## src/rtl/vga_mode_ctrl.sv

```systemverilog
// Run-time VGA mode sequencer: accepts a mode request, waits for a frame boundary,
// loads the mode's timing fields with a one-cycle strobe, then keeps video blanked while the new timing settles.
module vga_mode_ctrl #(
  parameter int DEFAULT_MODE  = 0,
  parameter int TW            = 12,
  parameter int SETTLE_FRAMES = 2,
  parameter int TIMEOUT       = 2000000
) (
  input  logic          clk_i,
  input  logic          arstn_i,
  input  logic          mode_req_valid_i,
  input  logic [1:0]    mode_req_i,
  output logic          mode_req_ready_o,
  input  logic          frame_end_i,
  output logic [TW-1:0] hd_o,
  output logic [TW-1:0] hf_o,
  output logic [TW-1:0] hr_o,
  output logic [TW-1:0] hb_o,
  output logic [TW-1:0] vd_o,
  output logic [TW-1:0] vf_o,
  output logic [TW-1:0] vr_o,
  output logic [TW-1:0] vb_o,
  output logic          h_pol_o,
  output logic          v_pol_o,
  output logic [15:0]   div_by_o,
  output logic          we_o,
  output logic          blank_o,
  output logic          busy_o,
  output logic [1:0]    cur_mode_o,
  output logic          timeout_o
);

  localparam int TMW = (TIMEOUT > 2) ? $clog2(TIMEOUT) : 1;
  localparam int FW  = (SETTLE_FRAMES > 0) ? $clog2(SETTLE_FRAMES + 1) : 1;
  localparam logic [TMW-1:0] T_LAST  = TMW'(TIMEOUT - 1);
  localparam logic [1:0]     DEF_MODE = 2'(DEFAULT_MODE);

  typedef struct packed {
    logic [TW-1:0] hd, hf, hr, hb, vd, vf, vr, vb;
    logic          h_pol, v_pol;
    logic [15:0]   div_by;
  } timing_t;

  typedef enum logic [2:0] {BOOT, IDLE, WAIT_FRAME, LOAD, SETTLE} state_t;

  function automatic timing_t mode_entry(input logic [1:0] m);
    timing_t t;
    case (m)
      2'd0:    t = '{TW'(640),  TW'(16), TW'(96),  TW'(48),  TW'(480), TW'(10), TW'(2), TW'(33), 1'b0, 1'b0, 16'h338F};
      2'd1:    t = '{TW'(800),  TW'(40), TW'(128), TW'(88),  TW'(600), TW'(1),  TW'(4), TW'(23), 1'b1, 1'b1, 16'h51EC};
      2'd2:    t = '{TW'(1024), TW'(24), TW'(136), TW'(160), TW'(768), TW'(3),  TW'(6), TW'(29), 1'b0, 1'b0, 16'h851F};
      default: t = '{TW'(1366), TW'(70), TW'(143), TW'(213), TW'(768), TW'(3),  TW'(3), TW'(24), 1'b1, 1'b1, 16'hAF1B};
    endcase
    return t;
  endfunction

  state_t         state_reg, state_next;
  logic [1:0]     pending_reg, pending_next;
  logic [1:0]     cur_mode_reg, cur_mode_next;
  logic [TMW-1:0] timer_reg, timer_next;
  logic [FW-1:0]  frames_reg, frames_next;
  logic           timeout_reg, timeout_next;
  timing_t        timing_reg, timing_next;
  logic           load_now;

  always_ff @(posedge clk_i or negedge arstn_i) begin
    if (!arstn_i) begin
      state_reg    <= BOOT;
      pending_reg  <= DEF_MODE;
      cur_mode_reg <= DEF_MODE;
      timer_reg    <= '0;
      frames_reg   <= '0;
      timeout_reg  <= 1'b0;
      timing_reg   <= mode_entry(DEF_MODE);
    end else begin
      state_reg    <= state_next;
      pending_reg  <= pending_next;
      cur_mode_reg <= cur_mode_next;
      timer_reg    <= timer_next;
      frames_reg   <= frames_next;
      timeout_reg  <= timeout_next;
      timing_reg   <= timing_next;
    end
  end

  always_comb begin
    state_next   = state_reg;
    pending_next = pending_reg;
    timer_next   = timer_reg;
    frames_next  = frames_reg;
    timeout_next = 1'b0;
    load_now     = 1'b0;
    case (state_reg)
      BOOT: begin
        pending_next = DEF_MODE;
        state_next   = LOAD;
        load_now     = 1'b1;
      end
      IDLE: begin
        // A request for the mode already programmed is consumed without a reload.
        if (mode_req_valid_i && (mode_req_i != cur_mode_reg)) begin
          pending_next = mode_req_i;
          timer_next   = '0;
          state_next   = WAIT_FRAME;
        end
      end
      WAIT_FRAME: begin
        if (frame_end_i) begin
          state_next = LOAD;
          load_now   = 1'b1;
        end else if (timer_reg == T_LAST) begin
          state_next   = LOAD;
          load_now     = 1'b1;
          timeout_next = 1'b1;
        end else begin
          timer_next = timer_reg + TMW'(1);
        end
      end
      LOAD: begin
        timer_next  = '0;
        frames_next = '0;
        state_next  = (SETTLE_FRAMES == 0) ? IDLE : SETTLE;
      end
      SETTLE: begin
        // A missing frame_end_i still counts as a frame once the timer expires.
        if (frame_end_i || (timer_reg == T_LAST)) begin
          timeout_next = !frame_end_i;
          timer_next   = '0;
          if (int'(frames_reg) + 1 >= SETTLE_FRAMES) state_next = IDLE;
          else frames_next = frames_reg + FW'(1);
        end else begin
          timer_next = timer_reg + TMW'(1);
        end
      end
      default: state_next = IDLE;
    endcase
    cur_mode_next = load_now ? pending_next : cur_mode_reg;
    timing_next   = load_now ? mode_entry(pending_next) : timing_reg;
  end

  assign we_o             = (state_reg == LOAD);
  assign mode_req_ready_o = (state_reg == IDLE);
  assign busy_o           = (state_reg != IDLE);
  assign blank_o          = (state_reg != IDLE) && (state_reg != WAIT_FRAME);
  assign timeout_o        = timeout_reg;
  assign cur_mode_o       = cur_mode_reg;
  assign hd_o             = timing_reg.hd;
  assign hf_o             = timing_reg.hf;
  assign hr_o             = timing_reg.hr;
  assign hb_o             = timing_reg.hb;
  assign vd_o             = timing_reg.vd;
  assign vf_o             = timing_reg.vf;
  assign vr_o             = timing_reg.vr;
  assign vb_o             = timing_reg.vb;
  assign h_pol_o          = timing_reg.h_pol;
  assign v_pol_o          = timing_reg.v_pol;
  assign div_by_o         = timing_reg.div_by;

endmodule

```

## config.mk

```make
export PLATFORM = sky130hd
export DESIGN_NAME = vga_mode_ctrl
export DESIGN_NICKNAME = d
export VERILOG_FILES = /design/src/rtl/vga_mode_ctrl.sv
export SDC_FILE = /design/constraint.sdc
export NUM_CORES = 1
export LEC_CHECK = 0
export ABC_AREA = 1
export CAP_MARGIN = 30
export CORE_ASPECT_RATIO = 0.7
export CORE_MARGIN = 3
export CORE_UTILIZATION = 47
export CTS_BUF_LIST = sky130_fd_sc_hd__clkbuf_2 sky130_fd_sc_hd__clkbuf_4 sky130_fd_sc_hd__clkbuf_8
export DETAILED_ROUTE_END_ITERATION = 10
export GPL_ROUTABILITY_DRIVEN = 0
export GPL_TIMING_DRIVEN = 1
export PLACE_DENSITY = 0.92
export SYNTH_ARGS = -nofsm -noshare
export SYNTH_HDL_FRONTEND = slang
export SYNTH_SLANG_ARGS = --single-unit
export TNS_END_PERCENT = 10
```

## constraint.sdc

```tcl
create_clock -name clk_i -period 2.2 [get_ports clk_i]
set_input_delay 0.22 -clock clk_i [delete_from_list [all_inputs] [get_ports clk_i]]
set_output_delay 0.22 -clock clk_i [all_outputs]
set_load 0.005 [all_outputs]
```

==> impl_metrics.py <==
metrics = {
    "worst_setup_path": {
        "path_cells": "ha_2 > nand3_2 > nor2_1 > nand3_1 > nand2_2 > nand2_4 > nand2_4 > nand2_1 > nor2_1 > nor2_1",
        "crit_path_start_kind": "flip-flop",
        "cp_max_fo": 12,
        "rr_endpoint": "hb_o[6]$_DFFE_PN0P_",
        "cp_slowest_cell": "dfrtp_1",
        "reg2reg_depth": 10,
        "worstSetupPathType": "flip-flop to flip-flop",
        "required_ps": 2410,
        "cp_common_cell": "nor2_1",
        "cp.arrival_ps": 2290,
        "r2r_setup_slack_ps": 120,
        "worst_setup_path_end_kind": "flip-flop",
        "rr_startpoint": "timer_reg[0]$_DFFE_PN0P_",
        "crit_path_max_incr_delay_ps": 450,
    },
    "timing": {
        "setup_violations": 0,
        "max_slew_margin_pct": 65.80,
        "final.setup.tns_ps": 0,
        "worstMarginPinSlew_ps": 512.5,
        "finalHoldViolations": 0,
        "drv_slew": 0,
        "fmax_mhz": 481.4,
        "fin_worst_skew_ps": 12.30,
        "timing.hold.ws_ps": 322.4,
        "finalCritPeriodShare_pct": 94.41,
        "rsz0062_at_grt": "false",
        "fin_crit_ps": 2077,
    },
    "routing": {
        "wire_per_inst_um": 13.97,
        "drtPass1Iterations": 7,
        "vias": 2979,
        "drt_iter0_drc": 380,
        "drc": 0,
        "routed_via_density": 4.973,
        "ant_nets": 0,
        "wl_um": 8367,
    },
    "logic_synthesis": {
        "ys_seq_elements": 44,
        "yosysSeqAreaShare_pct": 31.52,
        "yosysWarnings": 0,
        "synth.area.mux_share_pct": 0,
        "synth_compound_area_share_pct": 7.285,
        "synth_adder_area_share_pct": 3.198,
        "synth_top_family_by_area": "buffers and inverters",
        "synth-simple-area-share_pct": 26.40,
        "syn_inst": 475,
        "avgSynthCellArea_sq_um": 7.412,
        "netlist_area_sq_mm": 0.003521,
        "synth-xor-area-share_pct": 2.239,
        "synth_cell_type_count": 34,
    },
    "power_and_ir_drop": {
        "power.density_mw_per_mm2": 1245,
        "leakage_nw": 1.946,
        "total_power_w": 0.004897,
        "ir_drop_mv": 0.6940,
    },
    "clocking": {
        "clock_latency_ps": 310,
        "numCtsBuffers": 5,
        "cts_sinks": 44,
        "root_buffer": "clkbuf_8",
        "cts-htree-levels": 2,
        "cts_tree": "done",
        "cts_buffer_depth": 2,
        "path_clk_slew_ps": 90,
    },
    "cells_and_area": {
        "largest_register_ffs": 21,
        "drive_above_1_share_pct": 8.713,
        "nNetsFinal": 519,
        "fill_cells": 608,
        "fin_cells": 599,
        "antenna_cells": 0,
        "syn_to_final_growth_pct": 11.69,
    },
    "floorplanning": {
        "core_sq_mm": 0.007007,
        "start_util_pct": 50.25,
        "rows": 25,
        "ios": 127,
        "die_h_um": 78.42,
        "dieWidth_um": 109.5,
        "fp.dieArea_sq_mm": 0.008583,
    },
    "global_routing": {
        "grt_pass1_vias": 2669,
        "antenna_found_initial": 0,
        "grt_use_met3_pct": 3.698,
        "use_met1_pct": 26.55,
        "grt_pass1_wl_um": 13060,
        "top_usage_layer": "met2",
        "use_met2_pct": 29.48,
        "track_usage_pct": 18.90,
        "grt_max_degree": 33,
        "overflow": 0,
    },
    "status": {
        "outcome": "finished clean",
    },
    "hold_path": {
        "hp-class": "primary input to async pin",
    },
    "place": {
        "port_buffers": 76,
        "dp_hpwl_um": 6266,
        "dp.cells": 590,
    },
    "run": {
        "drv_cap": 0,
    },
}
[worst max path at each step]
stage | startpoint | endpoint | depth (start not counted)
after floorplan | state_reg[1]$_DFFE_PN0P_ | hf_o[3]$_DFFE_PN0P_ | 11
after global placement | mode_req_i[1] | hf_o[3]$_DFFE_PN0P_ | 14
after detailed placement | mode_req_i[1] | hb_o[6]$_DFFE_PN0P_ | 15
after CTS | timer_reg[0]$_DFFE_PN0P_ | hb_o[6]$_DFFE_PN0P_ | 10
after global routing | state_reg[1]$_DFFE_PN0P_ | hr_o[3]$_DFFE_PN0P_ | 12
final | timer_reg[0]$_DFFE_PN0P_ | hb_o[6]$_DFFE_PN0P_ | 10
[synth_stat cells]
master | count | share of area (%)
a21oi_4 | 1 | 0.46
buf_2 | 2 | 0.28
buf_4 | 102 | 22
buf_6 | 2 | 0.64
buf_8 | 1 | 0.43
clkbuf_1 | 2 | 0.21
clkinv_1 | 2 | 0.21
conb_1 | 2 | 0.21
dfrtp_1 | 37 | 26
dfstp_2 | 7 | 5.2
ha_1 | 9 | 3.2
inv_1 | 50 | 5.3
inv_2 | 1 | 0.11
inv_4 | 1 | 0.18
nand2_1 | 113 | 12
nand2_2 | 7 | 1.2
nand2_4 | 3 | 0.96
nand3_1 | 26 | 3.7
nand3_2 | 1 | 0.28
nand4_1 | 9 | 1.6
nor2_1 | 51 | 5.4
nor2_2 | 2 | 0.36
nor3_1 | 1 | 0.14
nor3_2 | 1 | 0.28
nor4_1 | 2 | 0.36
o2111ai_1 | 15 | 3.7
o211ai_1 | 1 | 0.21
o21a_1 | 4 | 0.85
o21ai_0 | 3 | 0.43
o21ai_1 | 3 | 0.43
o21ai_2 | 4 | 0.99
o22ai_1 | 1 | 0.18
xnor2_1 | 1 | 0.25
xor2_1 | 8 | 2.0
[layout make-up]
class                   count  area [sq um]  area share (%)
multi-input cells         316          1568           39.87
flip-flops and latches     44          1110           28.22
repair buffers             83         810.8           20.62
inverters                  54         205.2           5.218
well taps                  94         117.6           2.991
clock buffers               6         82.58           2.100
clock inverters             2         38.79          0.9863
[per-stage QoR]
| step | cell area, sq um | setup WS [ps] | utilization (%) |
|---|---|---|---|
| floorplan | 3701 | 388.8 | - |
| CTS | 3930 | 127.6 | 56.09 |
| detailed placement | 3799 | 42.67 | 54.21 |
| global placement | 3799 | 192.0 | 54.21 |
| finish | 3933 | 122.9 | 56.13 |
| global route | 3933 | 17.76 | 56.13 |
[critical path: cells and delay by family (launching register included)]
family	cells	cell delay (ps)
fa+ha+maj	1	280
simple gates	9	1230
flops	1	450
[report_power, final]
group          total (W)  switching (W)  internal [W]
logic            0.00292        0.00145       0.00148
registers        0.00130       0.000237       0.00106
clock network   0.000676       0.000304      0.000372
total            0.00490        0.00199       0.00291
[per-layer routing]
layer,share of wire [%],wire length [um]
met3,10,855
met2,47,3901
met5,0,0
met1,41,3400
met4,2.5,210
[kinds of logic (layout without fill, tap and decap cells)]
| family | count (synthesis) | count (layout) |
|---|---|---|
| fa+ha+maj | 9 | 9 |
| xor+xnor | 9 | 9 |
| simple gates | 216 | 216 |
| flops | 44 | 44 |
| compound gates | 32 | 32 |
| other cells | 2 | 50 |
| buf+inv | 163 | 145 |
[cells in the final DEF, fill, tap and decap left out, types with 3 or more instances in the layout]
master           synthesis  routed
o21a_1                   4       4
o21ai_2                  4       4
o21ai_1                  3       3
dfstp_2                  7       7
ha_1                     9       8
nand2_1                113     113
o21ai_0                  3       3
nand2_4                  3       3
nand2_2                  7       7
nand4_1                  9       9
buf_4                  102       6
nand3_1                 26      26
nor2_1                  51      51
dfrtp_1                 37      37
conb_1                   2      50
xor2_1                   8       8
clkdlybuf4s50_1          0      75
o2111ai_1               15      15
clkbuf_8                 0       6
inv_1                   50      50
[timing repair]
action                     in CTS  in global routing
hold endpoints to repair       12                  0
setup buffers                   0                  0
setup endpoints to repair       0                  3
gates resized for setup         0                  1
hold buffers                    1                  0
Note: power is estimated with default switching activity, not from simulation.
